--- config.mk ---
export PLATFORM = sky130hd
export DESIGN_NAME = pipe_stage_reg
export DESIGN_NICKNAME = d
export VERILOG_FILES = /design/src/rtl/pipe_stage_reg_pkg.sv /design/src/rtl/pipe_skid_buf.sv /design/src/rtl/pipe_stage_reg.sv
export SDC_FILE = /design/constraint.sdc
export NUM_CORES = 1
export LEC_CHECK = 0
export ABC_CLOCK_PERIOD_IN_PS = 1800
export CAP_MARGIN = 10
export CORE_MARGIN = 1
export CORE_UTILIZATION = 42
export DETAILED_ROUTE_END_ITERATION = 8
export PLACE_DENSITY = 0.87
export SLEW_MARGIN = 20
export SYNTH_ARGS = -nofsm -noshare
export SYNTH_HDL_FRONTEND = slang
export SYNTH_SLANG_ARGS = --single-unit
--- constraint.sdc ---
create_clock -name CLK_i -period 1.8 [get_ports CLK_i]
set_clock_uncertainty 0.2 [all_clocks]
set_input_delay 0.36 -clock CLK_i [delete_from_list [all_inputs] [get_ports CLK_i]]
set_output_delay 0.36 -clock CLK_i [all_outputs]
set_load 0.02 [all_outputs]
--- src/rtl/pipe_stage_reg_pkg.sv ---
// Shared definitions for pipe_stage_reg: occupancy state encodings and the default payload width.
package pipe_stage_reg_pkg;

    localparam int WORD = 32;

    typedef enum logic [1:0] {
        PIPE_ST_EMPTY = 2'd0,
        PIPE_ST_FULL  = 2'd1,
        PIPE_ST_SKID  = 2'd2
    } pipeState_t;

    function automatic logic isOccupied(input pipeState_t st);
        return st != PIPE_ST_EMPTY;
    endfunction

endpackage

--- src/rtl/pipe_skid_buf.sv ---
// One-entry skid register: catches the beat accepted in the cycle the downstream stalls,
// which lets the owning stage drive ready_o straight from a flop.
module pipe_skid_buf #(
    parameter int WIDTH         = 32,
    parameter bit ZERO_ON_FLUSH = 1'b1
) (
    input  logic             CLK_i,
    input  logic             RST_i,
    input  logic             load,
    input  logic             drain,
    input  logic             flush,
    input  logic [WIDTH-1:0] dataIn,
    output logic             skidV,
    output logic [WIDTH-1:0] skidD
);

    function automatic logic [WIDTH-1:0] flushData(input logic [WIDTH-1:0] held);
        return ZERO_ON_FLUSH ? '0 : held;
    endfunction

    always_ff @(posedge CLK_i) begin
        if (RST_i || flush) begin
            skidV <= 1'b0;
        end else if (load) begin
            skidV <= 1'b1;
        end else if (drain) begin
            skidV <= 1'b0;
        end
    end

    always_ff @(posedge CLK_i) begin
        if (RST_i) begin
            skidD <= '0;
        end else if (flush) begin
            skidD <= flushData(skidD);
        end else if (load) begin
            skidD <= dataIn;
        end
    end

endmodule

--- src/rtl/pipe_stage_reg.sv ---
// Generic inter-stage pipeline register with valid/ready handshake, stall and synchronous flush.
// Build option PIPE_SKID_EN adds a skid entry so ready_o has no combinational path from ready_i.
module pipe_stage_reg
    import pipe_stage_reg_pkg::*;
#(
    parameter int WIDTH         = WORD,
    parameter bit ZERO_ON_FLUSH = 1'b1
) (
    input  logic             CLK_i,
    input  logic             RST_i,
    input  logic             flush_i,
    input  logic             valid_i,
    input  logic [WIDTH-1:0] data_i,
    output logic             ready_o,
    output logic             valid_o,
    output logic [WIDTH-1:0] data_o,
    input  logic             ready_i
);

    pipeState_t       stateP0;
    pipeState_t       stateNext;
    logic [WIDTH-1:0] dataP0;
    logic [WIDTH-1:0] mainNext;
    logic             mainLoad;
    logic             inXfer;
    logic             outXfer;

`ifdef PIPE_SKID_EN
    logic             skidLoad;
    logic             skidDrain;
    logic             skidV;
    logic [WIDTH-1:0] skidD;
`endif

    function automatic logic [WIDTH-1:0] flushData(input logic [WIDTH-1:0] held);
        return ZERO_ON_FLUSH ? '0 : held;
    endfunction

    assign valid_o = isOccupied(stateP0);
    assign data_o  = dataP0;
    assign inXfer  = valid_i && ready_o;
    assign outXfer = valid_o && ready_i;

`ifdef PIPE_SKID_EN
    assign ready_o = !RST_i && !skidV;
`else
    assign ready_o = !RST_i && (!valid_o || ready_i);
`endif

    always_comb begin
        stateNext = stateP0;
        mainLoad  = 1'b0;
        mainNext  = data_i;
`ifdef PIPE_SKID_EN
        skidLoad  = 1'b0;
        skidDrain = 1'b0;
`endif
        unique case (stateP0)
            PIPE_ST_EMPTY: begin
                if (inXfer) begin
                    stateNext = PIPE_ST_FULL;
                    mainLoad  = 1'b1;
                end
            end
            PIPE_ST_FULL: begin
`ifdef PIPE_SKID_EN
                if (inXfer && !outXfer) begin
                    stateNext = PIPE_ST_SKID;
                    skidLoad  = 1'b1;
                end else if (inXfer) begin
                    mainLoad = 1'b1;
                end else if (outXfer) begin
                    stateNext = PIPE_ST_EMPTY;
                end
`else
                // Without a skid entry an accepted beat in FULL always coincides with a drain.
                if (inXfer) begin
                    mainLoad = 1'b1;
                end else if (outXfer) begin
                    stateNext = PIPE_ST_EMPTY;
                end
`endif
            end
            PIPE_ST_SKID: begin
`ifdef PIPE_SKID_EN
                if (outXfer) begin
                    stateNext = PIPE_ST_FULL;
                    mainLoad  = 1'b1;
                    mainNext  = skidD;
                    skidDrain = 1'b1;
                end
`else
                stateNext = PIPE_ST_EMPTY;
`endif
            end
            default: stateNext = PIPE_ST_EMPTY;
        endcase

        // Flush drops held and incoming beats; a concurrent output transfer has already been sampled.
        if (flush_i) begin
            stateNext = PIPE_ST_EMPTY;
            mainLoad  = 1'b0;
`ifdef PIPE_SKID_EN
            skidLoad  = 1'b0;
            skidDrain = 1'b0;
`endif
        end
    end

    // ---- stage p0: main entry ----
    always_ff @(posedge CLK_i) begin
        if (RST_i) begin
            stateP0 <= PIPE_ST_EMPTY;
        end else begin
            stateP0 <= stateNext;
        end
    end

    always_ff @(posedge CLK_i) begin
        if (RST_i) begin
            dataP0 <= '0;
        end else if (flush_i) begin
            dataP0 <= flushData(dataP0);
        end else if (mainLoad) begin
            dataP0 <= mainNext;
        end
    end

`ifdef PIPE_SKID_EN
    pipe_skid_buf #(
        .WIDTH         (WIDTH),
        .ZERO_ON_FLUSH (ZERO_ON_FLUSH)
    ) skidBuf (
        .CLK_i  (CLK_i),
        .RST_i  (RST_i),
        .load   (skidLoad),
        .drain  (skidDrain),
        .flush  (flush_i),
        .dataIn (data_i),
        .skidV  (skidV),
        .skidD  (skidD)
    );
`endif

    holdWhileStalled: assert property (@(posedge CLK_i) disable iff (RST_i)
        (valid_o && !ready_i && !flush_i) |=> (valid_o && $stable(data_o)));

    noReadyInReset: assert property (@(posedge CLK_i) RST_i |-> !ready_o);

endmodule

Word level (Yosys, flattened, before mapping). Cells that the tools add are included.

Input bits: 37. Bits in registers: 34. Logic and storage cells: 24. Output and inout port bits: 34.

Mux-type cells: 7. Reductions and logical operators: 11. Equal/unequal tests: 4.

Operators by type and width (count): $mux 2 (3); $ne 2x2->1 const B (3); $pmux 2 s2 (1); $reduce_or 2->1 (2); $logic_and 1x1->1 (3); $mux 1 (3); $reduce_and 3->1 (1); $eq 2x1->1 const B (1); $logic_not 1->1 (2); $logic_not 2->1 (1); $reduce_bool 2->1 (1); $logic_or 1x1->1 (1).

Longest topological paths before layout.
Depth in word-level cells: 8. Depth in mapped cells: 5. Mapped depth without buffers: 3.

Worst setup path before layout. OpenSTA, ideal clock, no wires.

Kind: reg2out. From: register stateP0[0]. To: output ready_o. Data arrival time: 0.840 ns. Required time: 1.240 ns. Buffers on the path: 0. Slack: 0.400 ns. Stages on the path, launching flop included: 3. Cells stage by stage: dfxtp_1 > nor2b_1 > nor2_1.

Longest elaborated chain between the ends: 4.

Ends and longest elaborated chain: start, declared (RTL line pipe_stage_reg.sv:20) `pipeState_t stateP0;`; start signal, assigned (RTL line pipe_stage_reg.sv:115) `stateP0 <= stateNext;`; $reduce_bool 2->1 (RTL line pipe_stage_reg_pkg.sv:13) `return st != PIPE_ST_EMPTY;`; $logic_not 1->1 (RTL line pipe_stage_reg.sv:47) `assign ready_o = !RST_i && (!valid_o || ready_i);`; $logic_or 1x1->1 (RTL line pipe_stage_reg.sv:47); $logic_and 1x1->1 (RTL line pipe_stage_reg.sv:47); end, declared (RTL line pipe_stage_reg.sv:14) `output logic ready_o,`.

Every way passes these cells.

Worst setup path after layout.
From: input ready_i. To: output ready_o.

Longest elaborated chain between the ends: 2.

Ends and longest elaborated chain: start, declared (RTL line pipe_stage_reg.sv:17) `input logic ready_i`; $logic_or 1x1->1 (RTL line pipe_stage_reg.sv:47); $logic_and 1x1->1 (RTL line pipe_stage_reg.sv:47).

Every way passes these cells.

==> impl_metrics.py <==
metrics = {
    "placement": {
        "io_buffers": 70,
        "hpwl_mm": 2.76,
        "place.gp.congestion": 0.650,
    },
    "worst_setup_path": {
        "end_kind": "primary output",
        "critPathMaxFanout": 2,
        "required_ns": 1.24,
        "path_class": "input port to primary output",
        "cp.arrival_ns": 1.17,
        "worst_setup_path_start_kind": "input port",
    },
    "clock_network": {
        "tritoncts": "built",
        "cts_buffers": 5,
        "post-cts-setup-buffer-count": 0,
        "cts-root-buf": "clkbuf_4",
        "cts_resized": 37,
        "clk_latency_ns": 0.32,
        "clkTransAtPathRegs_ns": 0.10,
        "cts_hold_buf": 0,
        "htree_levels": 2,
        "clock-sinks": 33,
        "cts.path.max_buffers": 2,
    },
    "timing": {
        "period_minus_slack_ns": 1.73,
        "setup_violations": 0,
        "slew_viol_final": 0,
        "hold_viol": 0,
        "max_freq_ghz": 0.579,
        "worstMarginPinSlew_ns": 0.235,
        "rsz0062_at_grt": "false",
        "relSlewSlack_pct": 84.4,
        "tns_ns": 0,
        "timing.final.crit_share_pct": 96.0,
    },
    "grt": {
        "met3_usage_pct": 5.84,
        "first_global_vias": 1313,
        "antenna_found_initial": 0,
        "overflow": 0,
        "met2_usage_pct": 41.3,
        "grt_util_met1_pct": 24.2,
        "grt_max_degree": 38,
        "busiest_layer": "met2",
        "track_usage_pct": 22.1,
        "grt_first_pass_wirelength_mm": 5.87,
    },
    "pwr": {
        "power.density_mw_per_mm2": 667,
        "power_switching_uw": 390,
        "internal_power_mw": 1.09,
        "comb_power_share_pct": 19.4,
        "vdd_drop_max_v": 0.000395,
        "clock_power_share_pct": 28.7,
        "swShare_pct": 26.4,
        "seq_power_share_pct": 51.9,
        "p_leak_nw": 0.937,
    },
    "final_layout": {
        "antenna_cells": 0,
        "drive_gt1_share_pct": 22.9,
        "mostFrequentLayoutCells": "clkdlybuf4s50_1, dfxtp_1, dlygate4sd2_1, nand2_1, nand4_1",
        "areaGrowthSynthToFinish_pct": 57.1,
        "final_nets": 260,
        "final_common_cell": "clkdlybuf4s50_1",
        "final_core_util_pct": 70.8,
    },
    "yosys": {
        "ys_ff_latch": 33,
        "syn_inst": 153,
        "syn_nets": 190,
        "avgSynthCellArea_sq_um": 9.22,
        "ys_types": 14,
        "yosys_warnings": 0,
        "yosysSeqAreaShare_pct": 46.9,
        "synth_area_sq_mm": 0.00141,
    },
    "floorplanning": {
        "rows": 20,
        "boundaryPins": 71,
        "die_w_um": 59.9,
        "core_sq_mm": 0.00313,
        "die_area_sq_mm": 0.00359,
        "die-height_um": 59.9,
        "start_util_pct": 45.1,
    },
    "drt": {
        "routed_wl_mm": 3.71,
        "drtIter0Drc": 81,
        "via_count": 1360,
        "first_pass_iters": 5,
        "drc": 0,
        "wl_per_cell_um": 13.9,
        "postRouteAntennaNets": 0,
        "vias_per_cell": 5.09,
    },
    "status": {
        "outcome": "completed",
    },
    "run": {
        "cap_violations": 0,
    },
    "worst_hold_path": {
        "hp-class": "register to register",
    },
}
[logic make-up (layout without fill, tap and decap cells)]
group                  after synthesis  count (layout)  share of synthesized area, %
AND/OR/NAND/NOR                     69              69                          25.3
buffers and inverters               18              88                          7.99
AO/OA/AOI/OAI                       33              33                          19.9
flip-flops                          33              33                          46.8
[flip-flops by register name, indices dropped and copies added (netlist names)]
name,count
data_o,32
stateP0,1
[synth_stat cells]
cell type / number / area share [%]
dfxtp_1: 33 / 47
nand2_1: 32 / 8.5
o21ai_2: 30 / 19
nor2_1: 2 / 0.53
o21a_1: 1 / 0.53
o21ai_1: 2 / 0.71
nor2b_1: 1 / 0.44
nand2b_4: 1 / 0.98
clkbuf_1: 4 / 1.1
buf_4: 1 / 0.53
and2_4: 1 / 0.62
nand4_1: 32 / 14
buf_6: 4 / 3.2
buf_2: 9 / 3.2
[routing by layer]
layer | routed length, um | up-vias
li1 | - | 686
met2 | 2020 | 44
met3 | 182 | 5
met5 | 0 | -
met1 | 1470 | 625
met4 | 29 | 0
[path summary, 6_finish.rpt]
| check | startpoint | to | slack [ns] | depth (start not counted) |
|---|---|---|---|---|
| max | ready_i | ready_o | 0.07 | 4 |
| min | data_o[19] | data_o[19] | 0.25 | 2 |
| max reg2reg | stateP0[0] | data_o[2] | 0.51 | 5 |
| min reg2reg | data_o[19] | data_o[19] | 0.25 | 2 |
[power by group through the flow]
stage,registers (mW),clock network [mW],logic (mW)
4_1_cts,0.767,0.435,0.288
3_3_place_gp,0.783,0,0.298
2_1_floorplan,0.815,0,0.104
5_1_grt,0.770,0.467,0.304
3_5_place_dp,0.785,0,0.305
6_report,0.766,0.424,0.286
[worst max-delay path, cell delays in order]
cell	delay, ns
clkdlybuf4s50_1	0.43
nor2b_1	0.17
nor2_1	0.05
buf_2	0.15
[per-stage QoR]
step           power, mW  setup WS (ns)  std cells  hold slack [ns]  cell area, sq um
6_report            1.48         0.0718        267            0.250              2210
5_1_grt             1.54       0.000431        267            0.268              2210
4_1_cts             1.49         0.0771        267            0.253              2210
3_5_place_dp        1.09         -0.349        260            0.243              2210
3_3_place_gp        1.08         -0.334        260            0.236              2210
2_1_floorplan      0.919          0.400        153            0.303              1410
[final cells by class]
cell class,count,area [sq um]
timing repair buffer,81,800
multi-input combinational,102,644
clock buffer,7,55.1
fill,265,913
tap,44,55.1
sequential,33,661
No activity file was read; power rests on OpenSTA's default activity.
